$ cat src/rtl/axi4_slave_mul_wrapper.sv
// AXI4-style responder: two SZ-bit operands arrive as write bursts, a sequential
// shift-add multiplier forms the 2*SZ-bit product, which is returned as a read burst.
module axi4_slave_mul_wrapper #(
  parameter int SZ  = 32,
  parameter int ASZ = 2,
  parameter int DSZ = 8
) (
  input  logic            clk,
  input  logic            _rst,
  input  logic [ASZ-1:0]  awaddr,
  input  logic            awvalid,
  output logic            awready,
  input  logic [DSZ-1:0]  wdata,
  input  logic            wvalid,
  output logic            wready,
  input  logic            wlast,
  output logic            bresp,
  output logic            bvalid,
  input  logic            bready,
  input  logic [ASZ-1:0]  araddr,
  input  logic            arvalid,
  output logic            arready,
  output logic [DSZ-1:0]  rdata,
  output logic            rvalid,
  input  logic            rready,
  output logic            rlast,
  output logic            rresp,
  output logic [2*SZ-1:0] product,
  output logic            mul_busy
);

  localparam int WBEATS = SZ / DSZ;
  localparam int RBEATS = 2 * SZ / DSZ;
  localparam int BW     = $clog2(WBEATS);
  localparam int RW     = $clog2(RBEATS);
  localparam int CW     = $clog2(SZ);

  typedef enum logic [1:0] {W_IDLE, W_DATA, W_RESP} w_state_t;
  typedef enum logic {R_IDLE, R_DATA} r_state_t;

  w_state_t       w_state, w_next;
  logic [ASZ-1:0] w_addr, w_addr_d;
  logic [BW-1:0]  beat, beat_d;
  logic [SZ-1:0]  shadow, shadow_d;
  logic           w_ok, w_ok_d;
  logic           awready_d, wready_d, bvalid_d, bresp_d;
  logic           commit;

  r_state_t        r_state, r_next;
  logic [2*SZ-1:0] snapshot, snapshot_d;
  logic [RW-1:0]   rpos, rpos_d;
  logic            arready_d, rvalid_d, rlast_d, rresp_d;
  logic [DSZ-1:0]  rdata_d;

  logic [SZ-1:0]   op_a, op_b, work_b;
  logic [2*SZ-1:0] work_a, acc, acc_sum;
  logic [CW-1:0]   cnt;
  logic            pending;

  always_ff @(posedge clk or negedge _rst) begin
    if (!_rst) begin
      w_state <= W_IDLE;
      awready <= 1'b0;
      wready  <= 1'b0;
      bvalid  <= 1'b0;
      bresp   <= 1'b0;
      w_addr  <= '0;
      beat    <= '0;
      shadow  <= '0;
      w_ok    <= 1'b0;
    end else begin
      w_state <= w_next;
      awready <= awready_d;
      wready  <= wready_d;
      bvalid  <= bvalid_d;
      bresp   <= bresp_d;
      w_addr  <= w_addr_d;
      beat    <= beat_d;
      shadow  <= shadow_d;
      w_ok    <= w_ok_d;
    end
  end

  always_comb begin
    w_next = w_state;
    case (w_state)
      W_IDLE:  if (awvalid && awready) w_next = W_DATA;
      W_DATA:  if (wvalid && wready && beat == BW'(WBEATS - 1)) w_next = W_RESP;
      W_RESP:  if (bvalid && bready) w_next = W_IDLE;
      default: w_next = W_IDLE;
    endcase
  end

  // w_ok stays set only while wlast is low on every beat before the final one
  always_comb begin
    awready_d = awready;
    wready_d  = wready;
    bvalid_d  = bvalid;
    bresp_d   = bresp;
    w_addr_d  = w_addr;
    beat_d    = beat;
    shadow_d  = shadow;
    w_ok_d    = w_ok;
    case (w_state)
      W_IDLE: begin
        awready_d = 1'b1;
        if (awvalid && awready) begin
          awready_d = 1'b0;
          wready_d  = 1'b1;
          w_addr_d  = awaddr;
          beat_d    = '0;
          w_ok_d    = 1'b1;
        end
      end
      W_DATA: begin
        if (wvalid && wready) begin
          shadow_d[DSZ*beat +: DSZ] = wdata;
          if (beat == BW'(WBEATS - 1)) begin
            wready_d = 1'b0;
            bvalid_d = 1'b1;
            bresp_d  = w_ok && wlast && (w_addr <= ASZ'(1));
          end else begin
            beat_d = beat + 1'b1;
            if (wlast) w_ok_d = 1'b0;
          end
        end
      end
      W_RESP: begin
        if (bvalid && bready) begin
          bvalid_d  = 1'b0;
          bresp_d   = 1'b0;
          awready_d = 1'b1;
        end
      end
      default: begin
        awready_d = 1'b0;
        wready_d  = 1'b0;
        bvalid_d  = 1'b0;
      end
    endcase
  end

  assign commit  = (w_state == W_RESP) && bvalid && bready && bresp;
  assign acc_sum = acc + (work_b[0] ? work_a : '0);

  // Every commit lands in pending; an idle multiplier starts from it one cycle later,
  // so restarts always see the operands committed so far
  always_ff @(posedge clk or negedge _rst) begin
    if (!_rst) begin
      op_a     <= '0;
      op_b     <= '0;
      work_a   <= '0;
      work_b   <= '0;
      acc      <= '0;
      cnt      <= '0;
      product  <= '0;
      mul_busy <= 1'b0;
      pending  <= 1'b0;
    end else begin
      if (commit) begin
        if (w_addr == '0) op_a <= shadow;
        else              op_b <= shadow;
      end
      if (mul_busy) begin
        work_a <= work_a << 1;
        work_b <= work_b >> 1;
        cnt    <= cnt + 1'b1;
        if (cnt == CW'(SZ - 1)) begin
          product  <= acc_sum;
          mul_busy <= 1'b0;
        end else begin
          acc <= acc_sum;
        end
      end else if (pending) begin
        mul_busy <= 1'b1;
        acc      <= '0;
        work_a   <= {{SZ{1'b0}}, op_a};
        work_b   <= op_b;
        cnt      <= '0;
      end
      if (commit)                    pending <= 1'b1;
      else if (!mul_busy && pending) pending <= 1'b0;
    end
  end

  always_ff @(posedge clk or negedge _rst) begin
    if (!_rst) begin
      r_state  <= R_IDLE;
      arready  <= 1'b0;
      rvalid   <= 1'b0;
      rlast    <= 1'b0;
      rdata    <= '0;
      rresp    <= 1'b0;
      snapshot <= '0;
      rpos     <= '0;
    end else begin
      r_state  <= r_next;
      arready  <= arready_d;
      rvalid   <= rvalid_d;
      rlast    <= rlast_d;
      rdata    <= rdata_d;
      rresp    <= rresp_d;
      snapshot <= snapshot_d;
      rpos     <= rpos_d;
    end
  end

  always_comb begin
    r_next = r_state;
    case (r_state)
      R_IDLE:  if (arvalid && arready) r_next = R_DATA;
      R_DATA:  if (rvalid && rready && rlast) r_next = R_IDLE;
      default: r_next = R_IDLE;
    endcase
  end

  // The snapshot freezes the product at the address handshake so a burst stays coherent
  always_comb begin
    arready_d  = arready;
    rvalid_d   = rvalid;
    rlast_d    = rlast;
    rdata_d    = rdata;
    rresp_d    = rresp;
    snapshot_d = snapshot;
    rpos_d     = rpos;
    case (r_state)
      R_IDLE: begin
        arready_d = 1'b1;
        if (arvalid && arready) begin
          arready_d  = 1'b0;
          rvalid_d   = 1'b1;
          rlast_d    = 1'b0;
          rpos_d     = '0;
          snapshot_d = product;
          rresp_d    = (araddr == '0);
          rdata_d    = (araddr == '0) ? product[DSZ-1:0] : '0;
        end
      end
      R_DATA: begin
        if (rvalid && rready) begin
          if (rlast) begin
            rvalid_d  = 1'b0;
            rlast_d   = 1'b0;
            rdata_d   = '0;
            arready_d = 1'b1;
          end else begin
            rpos_d  = rpos + 1'b1;
            rlast_d = (rpos_d == RW'(RBEATS - 1));
            rdata_d = rresp ? snapshot[DSZ*rpos_d +: DSZ] : '0;
          end
        end
      end
      default: begin
        arready_d = 1'b0;
        rvalid_d  = 1'b0;
        rlast_d   = 1'b0;
      end
    endcase
  end

endmodule
$ cat config.mk
export PLATFORM = sky130hd
export DESIGN_NAME = axi4_slave_mul_wrapper
export DESIGN_NICKNAME = d
export VERILOG_FILES = /design/src/rtl/axi4_slave_mul_wrapper.sv
export SDC_FILE = /design/constraint.sdc
export NUM_CORES = 1
export LEC_CHECK = 0
export ABC_AREA = 1
export ABC_CLOCK_PERIOD_IN_PS = 5120
export CAP_MARGIN = 25
export CORE_MARGIN = 2
export CORE_UTILIZATION = 30
export DETAILED_ROUTE_END_ITERATION = 8
export GPL_TIMING_DRIVEN = 0
export PLACE_DENSITY = 0.43
export SLEW_MARGIN = 20
export SYNTH_ARGS = -nofsm -noshare
export SYNTH_HDL_FRONTEND = slang
export SYNTH_SLANG_ARGS = --single-unit
$ cat constraint.sdc
create_clock -name clk -period 5.12 [get_ports clk]
set_input_delay 0.768 -clock clk [delete_from_list [all_inputs] [get_ports clk]]
set_output_delay 0.768 -clock clk [all_outputs]
set_load 0.1 [all_outputs]
==> metrics.md, run 1 <==
| Metric | Value |
|---|---|
| Number of distinct library cells after synthesis | `44` |
| Number of maximum-capacitance constraint violations | `0` |
| Root cell of the clock tree | `sky130_fd_sc_hd__clkbuf_16` |
| Clock buffer count from CTS | `52` |
| Minimum setup slack in the final design | `1370 ps` |
| Fraction of registers with async set/reset | `100%` |
| Startpoint-to-endpoint class of the critical path | `reg -> reg` |
| Slew Limit Fails | `0` |
| Leak pwr | `14.6 nW` |
| Final global-route overflow total | `0` |
| R2R Setup Slk | `between 1000 and 1500 ps` |
| Worst reg-to-reg path cell count | `14` |
| Cell area power density | `350 nW/um2` |
| Die outline area | `78700 um2` |
| All-Layer GR Usage | `20.0%` |
| Die Span X | `about 280 um` |
| RSZ-0062 raised after global routing | `no` |
| Core region area | `75800 um2` |
| Fin util | `35.8%` |
| Area fraction of the dominant cell type after synthesis | `about 46%` |
| Type of the most critical hold path | `in -> async` |
| Quantity of I/O buffers inserted on ports | `100` |
| Setup violators final | `0` |
| Clock tree from TritonCTS | `yes` |
| Placed Cells | `4273` |
| Routed vias/inst | `roughly 4.7` |
| Deepest level of the CTS H-tree | `2` |
| Post-cts gate resize count | `0` |
| Period minus WS final | `3750 ps` |
| Cell types with the highest counts after synthesis | `sky130_fd_sc_hd__nand2_1 (1256), sky130_fd_sc_hd__inv_1 (500), sky130_fd_sc_hd__dfrtp_1 (418)` |
| RR Startpoint | `work_b[0]` |
| Pre-CTS setup slack | `about 1300 ps` |
| Number of non-filler instances in the completed layout | `4369` |
| Pin slew with the least headroom to its limit | `1030 ps` |
| Detailed placement HPWL | `61.6 mm` |
| Clock slew seen by the registers of the worst setup and hold paths | `60 ps` |
| Vias in the first global route | `20800` |
| Proportion of synthesized chip area in sequential cells | `45.6%` |
| Routed wirelength normalized by instance count | `17.8 um` |
| Final number of hold-violating endpoints | `0` |
| Arrival time worst endpoint | `4180 ps` |
| Flops & latches, synth | `418` |
| Number of remaining DRC errors | `0` |
| Data required, critical path | `5550 ps` |
| Net count reported at finish | `3444` |
| Diodes inserted | `0` |
| Post-synth net total | `3284` |
| Total standard cell area after synthesis | `23000 um2` |
| FMAX | `267 MHz` |
| CP startpoint kind | `register` |
| Most used flip-flop cell after synthesis | `sky130_fd_sc_hd__dfrtp_1` |
| Number of nets still failing antenna checks after routing | `0` |
| Mean post-synth cell area | `7.20 um2` |
| First-pass GRT wire length | `around 120 mm` |
| Vert. Die Dim | `~280 um` |
| Clock buffer depth | `3` |
| Gate count after technology mapping | `3190` |
| Weighted congestion at the end of routability-driven global placement | `between 0.9 and 1` |
| Cell area after placement | `roughly 25000 um2` |
| Area grow syn2layout | `18.3%` |
| Endpoint of the worst-slack reg-to-reg timing path | `product[35]` |
| Final wirelength | `around 78 mm` |
| Post-CTS Hold Buffers | `0` |
| Io pins | `101` |
| Buffers inserted during post-CTS setup optimization | `0` |
| Share of post-route cells with drive strength above 1 | `under 10%` |
| Top cell type by total area after synthesis | `sky130_fd_sc_hd__dfrtp_1` |
| Initial core utilization | `30.3%` |
| Post-route standard cell area excluding fillers | `around 27000 um2` |
| Max FO, Critical Path | `10` |
| Endpoint class of the critical path | `register` |
| Total number of vias | `20400` |
| Iteration count of the initial detailed-routing pass | `5` |
| Largest net degree at the start of global routing | `88` |
| Dominant cell by count in the synthesized netlist | `sky130_fd_sc_hd__nand2_1` |
| Number of synthesis warnings | `0` |
| Worst ir drop on vdd | `around 340 uV` |
| EDFF count, synth | `0` |
| Violation count after the first detailed-route iteration | `1342` |
| Setup TNS | `0 ps` |
| Initial antenna violation count | `1` |
| Result of the run | `finished, final reports clean` |
| Clock Latency Late Sink | `between 600 and 700 ps` |
| Post-Route Skew | `around 27 ps` |
| Max_slew headroom | `between 30% and 40%` |
| Number of clock sinks | `418` |
| Floorplan row count | `just over 100` |
| Final worst-path cycle share | `roughly 73%` |
| Main area contributors after synthesis | `sky130_fd_sc_hd__dfrtp_1 (46%), sky130_fd_sc_hd__nand2_1 (21%), sky130_fd_sc_hd__inv_1 (8.2%)` |
## critical path, stage by stage (launching register included)
cell	delay, ps
sky130_fd_sc_hd__dfrtp_1	400
sky130_fd_sc_hd__clkbuf_1	540
sky130_fd_sc_hd__clkbuf_1	560
sky130_fd_sc_hd__nand2_1	130
sky130_fd_sc_hd__inv_1	150
sky130_fd_sc_hd__ha_1	320
sky130_fd_sc_hd__nand2_1	100
sky130_fd_sc_hd__nand2_1	70
sky130_fd_sc_hd__or2_2	350
sky130_fd_sc_hd__nand2_1	110
sky130_fd_sc_hd__nand3_2	160
sky130_fd_sc_hd__nand2_1	130
sky130_fd_sc_hd__nand3b_1	100
sky130_fd_sc_hd__nand3_1	270
sky130_fd_sc_hd__o21ai_0	160
## area by class of cell
class	count	area, um2
Clock inverter	28	398
Clock buffer	67	1430
Multi-Input combinational cell	2163	10100
Sequential cell	418	10500
Buffer	101	442
Tap cell	978	1220
Timing Repair Buffer	106	1150
Inverter	508	1910
Fill cell	8243	48700
## layout by cell type, fill, tap and decap left out, drive strengths merged, types with 27 or more instances in the layout
cell and n:
nor2 174, ha 73, o21ai 228, nand3 190, a21oi 46, buf 54, clkdlybuf4s50 99, clkbuf 121
o211ai 27, inv 507, nand2 1274, dfrtp 418, o22ai 41
## layer usage
metal  wire length (um)  vias up  global-route usage [%]
met5                  0        -                       0
met4               2720        0                    6.98
met2              35200      442                    32.9
met3               3140      129                    2.35
li1                   -    10200                       -
met1              36500     9594                    27.0
## worst max-delay path by stage
stage               from  cells after the start     endpoint  slack, ps
4_1_cts        work_b[0]                     14  product[35]       1240
2_1_floorplan  work_b[0]                     16  product[48]       2670
6_report       work_b[0]                     14  product[35]       1370
3_5_place_dp   work_b[0]                     17  product[61]       1310
5_1_grt        work_b[0]                     16      acc[48]       1070
3_3_place_gp        _rst                      1   work_a[52]     -15920
## state kept, by name, indices dropped and copies added (netlist names), 5 cells and up
signal    flops
op_b         32
shadow       32
work_b       32
cnt           5
op_a         32
acc          64
work_a       64
snapshot     64
rdata         8
product      64
## through the flow
step / hold slack, ps / power [mW]
after detailed placement: 464 / 5.67
after CTS: 67.1 / 9.64
after global routing: 90.6 / 10.0
after floorplan: 444 / 4.97
final: 78.2 / 9.49
after global placement: 458 / 5.64
## cell families (layout without fill, tap and decap cells)
| kind of cell | count (synthesis) | after routing | synth area share (%) |
|---|---|---|---|
| xor+xnor | 31 | 31 | 1.18 |
| mux | 2 | 2 | 0.0981 |
| flops | 418 | 418 | 45.6 |
| compound gates | 373 | 373 | 9.05 |
| fa+ha+maj | 74 | 74 | 4.07 |
| simple gates | 1683 | 1683 | 29.8 |
| buf+inv | 609 | 810 | 10.2 |
## power breakdown
group	switching (mW)	total (mW)	internal, mW
combinational	1.23	1.63	0.402
sequential	0.233	3.96	3.73
clock	1.52	3.90	2.38
total	2.98	9.49	6.51
No activity file was read; power rests on OpenSTA's default activity.
==> run 2, diff against run 1 <==
Settings changed: ABC_CLOCK_PERIOD_IN_PS 5120 to 3250, PLACE_DENSITY 0.43 to 0.45.
Clock period 5.12 ns to 3.25 ns, I/O delays scaled along.
==> metrics.md, run 2 (synthesis gave the netlist of run 1 again) <==
| Metric | Value |
|---|---|
| Result of the run | `finished, final reports clean` |
| Period minus WS final | `3110 ps (-644 ps)` |
| Area grow syn2layout | `18.1%` |
| Chain of cells forming the critical path | `buf_2, nand2_1, inv_1, ha_1, fa_1, nand3_1, nand2_1, nand2_1, nand2_2, nand2_1, nand2_1, nand3_1, nand3_1, nand2_1, nand3_1, nand2_1` |
| Clock slew seen by the registers of the worst setup and hold paths | `60 ps (about the same)` |
| Data required, critical path | `3740 ps (-1810 ps)` |
| Cell area power density | `542 nW/um2 (+55%)` |
| Final number of hold-violating endpoints | `0 (unchanged)` |
| Die Span X | `281 um (unchanged)` |
| Violation count after the first detailed-route iteration | `1468 (+9.4%)` |
| Share of post-route cells with drive strength above 1 | `6.05% (+0.27 points)` |
| Net count reported at finish | `3442 (-0.058%)` |
| Clock tree from TritonCTS | `yes` |
| Pre-CTS setup slack | `-553 ps (-1860 ps)` |
| Iteration count of the initial detailed-routing pass | `6 (+1)` |
| First-pass GRT wire length | `118 mm (-2.0%)` |
| Deepest level of the CTS H-tree | `2 (unchanged)` |
| Leak pwr | `14.6 nW (about the same)` |
| Initial antenna violation count | `0 (-1)` |
| Clock buffer count from CTS | `50 (-3.8%)` |
| All-Layer GR Usage | `19.7% (-0.27 points)` |
| RSZ-0062 raised after global routing | `yes` |
| Final global-route overflow total | `0 (unchanged)` |
| Slew Limit Fails | `0 (unchanged)` |
| Initial core utilization | `30.3% (unchanged)` |
| Detailed placement HPWL | `60.6 mm (-1.7%)` |
| Pin slew with the least headroom to its limit | `1080 ps (+46.1 ps)` |
| Largest incremental delay on the critical path | `540 ps (-20 ps)` |
| Number of maximum-capacitance constraint violations | `0 (unchanged)` |
| Root cell of the clock tree | `sky130_fd_sc_hd__clkbuf_16` |
| Weighted congestion at the end of routability-driven global placement | `0.929 (-4.4%)` |
| Worst ir drop on vdd | `489 uV (+43%)` |
| Max_slew headroom | `28.1% (-3.1 points)` |
| Cell type of the slowest stage on the worst timing path | `sky130_fd_sc_hd__dfrtp_2` |
| Post-route standard cell area excluding fillers | `27100 um2 (-0.14%)` |
| Floorplan row count | `101 (unchanged)` |
| Endpoint class of the critical path | `register` |
| CP startpoint kind | `register` |
| Vert. Die Dim | `281 um (unchanged)` |
| Setup TNS | `0 ps (unchanged)` |
| Clock buffer depth | `3 (unchanged)` |
| Number of clock sinks | `418 (unchanged)` |
| Quantity of I/O buffers inserted on ports | `100 (unchanged)` |
| Number of remaining DRC errors | `0 (unchanged)` |
| Number of non-filler instances in the completed layout | `4368 (-0.023%)` |
| Final wirelength | `76.7 mm (-1.2%)` |
| Cell area after placement | `25300 um2 (+0.11%)` |
| Minimum setup slack in the final design | `142 ps (-1230 ps)` |
| FMAX | `322 MHz (+21%)` |
| Number of filler instances in the final layout | `8283 (+0.49%)` |
| Placed Cells | `4274 (+0.023%)` |
| Post-Route Skew | `19.0 ps (-8.13 ps)` |
| Core region area | `75800 um2 (unchanged)` |
| Max FO, Critical Path | `11 (+1)` |
| Clock Latency Late Sink | `610 ps (about the same)` |
| Type of the most critical hold path | `in -> async` |
| Vias in the first global route | `19700 (-5.4%)` |
| Final worst-path cycle share | `95.6% (+22 points)` |
| Startpoint-to-endpoint class of the critical path | `reg -> reg` |
| Worst path most repeated cell | `sky130_fd_sc_hd__nand2_1` |
| Buffers inserted during post-CTS setup optimization | `0 (unchanged)` |
| Arrival time worst endpoint | `3590 ps (-590 ps)` |
| Most frequent standard cell in the layout excluding fill and tap cells | `sky130_fd_sc_hd__nand2_1` |
| Setup violators final | `0 (unchanged)` |
| Io pins | `101 (unchanged)` |
| Number of nets still failing antenna checks after routing | `0 (unchanged)` |
| Diodes inserted | `0 (unchanged)` |
| Routed wirelength normalized by instance count | `17.6 um (-1.1%)` |
| Fin Hold WS | `451 ps (+372 ps)` |
| Total number of vias | `19900 (-2.2%)` |
| Most used cells in the layout excluding fill and tap cells | `sky130_fd_sc_hd__nand2_1 (1256), sky130_fd_sc_hd__inv_1 (500), sky130_fd_sc_hd__dfrtp_1 (417)` |
| Die outline area | `78700 um2 (unchanged)` |
| Largest net degree at the start of global routing | `89 (+1.1%)` |
| Routed vias/inst | `4.57 (-2.2%)` |
-- run 2: metal layers --
metal	vias up	GRT usage, %	wire, um
li1	10200	-	-
met1	9230	27.6	37000
met2	369	32.2	34900
met3	104	2.05	2770
met4	0	5.18	1940
met5	-	0	0
-- run 2: cell type report --
class                           count  area (um2)  area share (%)
Buffer                            100         444            1.64
Clock buffer                       69        1460            5.39
Clock inverter                     25         285            1.05
Inverter                          508        1910            7.03
Multi-Input combinational cell   2163       10100            37.4
Sequential cell                   418       10500            38.6
Tap cell                          978        1220            4.51
Timing Repair Buffer              107        1180            4.36
-- run 2: final timing paths --
check | end | cells past startpoint | startpoint | slack (ps)
worst max-delay path | acc[48] | 16 | work_b[0] | 140
worst min-delay path | snapshot[9] | 3 | _rst | 450
worst max register to register | acc[48] | 16 | work_b[0] | 140
worst min register to register | snapshot[48] | 2 | snapshot[48] | 480
max in group asynchronous | w_state[1] | 6 | _rst | 1380
min in group clk | snapshot[48] | 2 | snapshot[48] | 480
-- run 2: worst max-delay path: cells and delay by family (launching register included) --
family                     cells  cell delay [ps]
and+or+nand+nor               12             1510
DFF                            1              540
adders and majority gates      2              540
buffers and inverters          2              380
-- run 2: repair_timing --
item	4_1_cts	5_1_grt
gates resized for setup	2	8
endpoints found under the hold margin	87	0
hold buffers	1	0
endpoints found under the setup margin	118	37
-- run 2: through the flow --
step | power, mW | utilization (%)
2_1_floorplan | 7.84 | -
3_3_place_gp | 8.90 | 33.2
3_5_place_dp | 8.92 | 33.4
4_1_cts | 14.9 | 35.7
5_1_grt | 15.5 | 35.8
6_report | 14.7 | 35.8
-- run 2: report_power, final --
part           switching (mW)  internal [mW]  total [mW]
logic                    1.90          0.639        2.54
clock network            2.42           3.50        5.92
registers               0.370           5.88        6.25
total                    4.69           10.0        14.7
==> run 3, diff against run 2 <==
Settings changed: CORE_MARGIN 2 to 1, CTS_BUF_LIST set to sky130_fd_sc_hd__clkbuf_4.
==> metrics.md, run 3 (synthesis gave the netlist of run 1 again) <==
| Metric | Value |
|---|---|
| Result of the run | `finished, final reports clean` |
| Net count reported at finish | `3514 (+2.1%)` |
| Max_slew headroom | `30.0% (+1.9 points)` |
| Clock buffer count from CTS | `120 (+140%)` |
| Weighted congestion at the end of routability-driven global placement | `0.936 (+0.75%)` |
| Core region area | `75800 um2 (unchanged)` |
| Routed wirelength normalized by instance count | `17.2 um (-2.2%)` |
| Number of clock sinks | `418 (unchanged)` |
| Endpoint class of the critical path | `register` |
| Io pins | `101 (unchanged)` |
| Largest net degree at the start of global routing | `95 (+6.7%)` |
| Data required, critical path | `4030 ps (+290 ps)` |
| Most frequent standard cell in the layout excluding fill and tap cells | `sky130_fd_sc_hd__nand2_1` |
| Number of maximum-capacitance constraint violations | `0 (unchanged)` |
| Slew Limit Fails | `0 (unchanged)` |
| Arrival time worst endpoint | `3890 ps (+300 ps)` |
| Iteration count of the initial detailed-routing pass | `7 (+1)` |
| Routed vias/inst | `4.52 (-0.97%)` |
| Clock tree from TritonCTS | `yes` |
| Pin slew with the least headroom to its limit | `1050 ps (-28.7 ps)` |
| Cell area power density | `514 nW/um2 (-5.2%)` |
| Initial antenna violation count | `2 (+2)` |
| Root cell of the clock tree | `sky130_fd_sc_hd__clkbuf_4` |
| Max FO, Critical Path | `11 (unchanged)` |
| Number of nets still failing antenna checks after routing | `0 (unchanged)` |
| Most used cells in the layout excluding fill and tap cells | `sky130_fd_sc_hd__nand2_1 (1256), sky130_fd_sc_hd__inv_1 (500), sky130_fd_sc_hd__dfrtp_1 (417)` |
| Sum of internal, switching and leakage power | `13.9 mW (-5.8%)` |
| Leak pwr | `14.6 nW (+0.56%)` |
| Deepest level of the CTS H-tree | `3 (+1)` |
| Total number of vias | `20300 (+1.9%)` |
| Violation count after the first detailed-route iteration | `1137 (-23%)` |
| Initial core utilization | `30.3% (unchanged)` |
| Clock buffer depth | `3 (unchanged)` |
| Share of post-route cells with drive strength above 1 | `8.85% (+2.8 points)` |
| Type of the most critical hold path | `in -> reg` |
| Final worst-path cycle share | `95.8% (+0.18 points)` |
| Fin Hold WS | `176 ps (-275 ps)` |
| Vert. Die Dim | `279 um (-0.71%)` |
| Clock Latency Late Sink | `940 ps (+330 ps)` |
| First-pass GRT wire length | `119 mm (+0.65%)` |
| Period minus WS final | `3110 ps (+5.72 ps)` |
| Final wirelength | `77.1 mm (+0.60%)` |
| Setup violators final | `0 (unchanged)` |
| CP startpoint kind | `register` |
| Vias in the first global route | `20400 (+3.9%)` |
| Detailed placement HPWL | `60.1 mm (-0.80%)` |
| Area grow syn2layout | `17.4%` |
| Number of filler instances in the final layout | `8293 (+0.12%)` |
| Final number of hold-violating endpoints | `0 (unchanged)` |
| All-Layer GR Usage | `20.1% (+0.42 points)` |
| Quantity of I/O buffers inserted on ports | `100 (unchanged)` |
| Startpoint-to-endpoint class of the critical path | `reg -> reg` |
| FMAX | `321 MHz (-0.18%)` |
| Final global-route overflow total | `0 (unchanged)` |
| Post-Route Skew | `94.4 ps (+75.4 ps)` |
| Floorplan row count | `101 (unchanged)` |
| Die outline area | `77600 um2 (-1.4%)` |
| Worst ir drop on vdd | `451 uV (-7.7%)` |
| Clock slew seen by the registers of the worst setup and hold paths | `70 ps (about the same)` |
| Die Span X | `279 um (-0.71%)` |
| Number of remaining DRC errors | `0 (unchanged)` |
run 3: cell type report:
cell class              instances  area (um2)  area share [%]
flip-flops and latches        418       10500            38.8
multi-input cells            2163       10100            37.6
inverters                     508        1910            7.08
clock buffers                 180        1350            5.01
well taps                     978        1220            4.54
repair buffers                110        1190            4.43
plain buffers                  99         440            1.63
clock inverters                37         224           0.831
diodes                          2        5.00          0.0186
run 3: critical path: stages, from the launching register on:
cell and delay, ps:
sky130_fd_sc_hd__dfrtp_2 530, sky130_fd_sc_hd__clkbuf_2 260, sky130_fd_sc_hd__nand2_1 70, sky130_fd_sc_hd__inv_1 120, sky130_fd_sc_hd__ha_1 260, sky130_fd_sc_hd__fa_1 290
sky130_fd_sc_hd__nand3_1 140, sky130_fd_sc_hd__nand2_1 150, sky130_fd_sc_hd__nand2_1 80, sky130_fd_sc_hd__nand2_2 130, sky130_fd_sc_hd__nand2_1 110, sky130_fd_sc_hd__nand2_1 120
sky130_fd_sc_hd__nand3_1 210, sky130_fd_sc_hd__nand3_1 160, sky130_fd_sc_hd__nand2_1 80, sky130_fd_sc_hd__nand3_1 180, sky130_fd_sc_hd__nand2_1 80
run 3: worst paths after layout:
| kind | end | slack (ps) | startpoint | cells past startpoint |
|---|---|---|---|---|
| max in group asynchronous | work_b[21] | 2090 | _rst | 4 |
| min in group asynchronous | acc[9] | 200 | _rst | 3 |
| worst max register to register | acc[48] | 140 | work_b[0] | 16 |
| worst min register to register | work_b[30] | 460 | op_b[30] | 2 |
| worst max-delay path | acc[48] | 140 | work_b[0] | 16 |
| worst min-delay path | rresp | 180 | araddr[0] | 2 |
run 3: per-layer routing:
metal	GRT usage [%]	up-vias	part of all wire (%)
li1	-	10500	-
met1	27.3	9233	48
met2	31.6	459	44
met3	2.87	164	3.9
met4	9.19	2	4.0
met5	0	-	0.017
run 3: where the power goes:
group          internal, mW  switching, mW
registers              5.87          0.368
clock network          2.58           2.50
logic                 0.644           1.88
run 3: through the flow:
step | setup WS, ps | cell area [um2] | instances | utilization, % | setup TNS [ps]
after floorplan | 803 | 23000 | 3190 | - | 0
after global placement | -18270 | 25200 | 4268 | 33.2 | -7646570
after detailed placement | -541 | 25300 | 4273 | 33.4 | -37610
after CTS | 21.2 | 26900 | 4491 | 35.5 | 0
after global routing | -0.661 | 26900 | 4494 | 35.5 | -0.661
final | 136 | 27000 | 4495 | 35.5 | 0
run 3: repair_timing:
item	4_1_cts	5_1_grt
hold endpoints to repair	279	0
resized for setup	2	8
buffers inserted	0	2
endpoints found under the setup margin	115	41
hold buffers	2	0
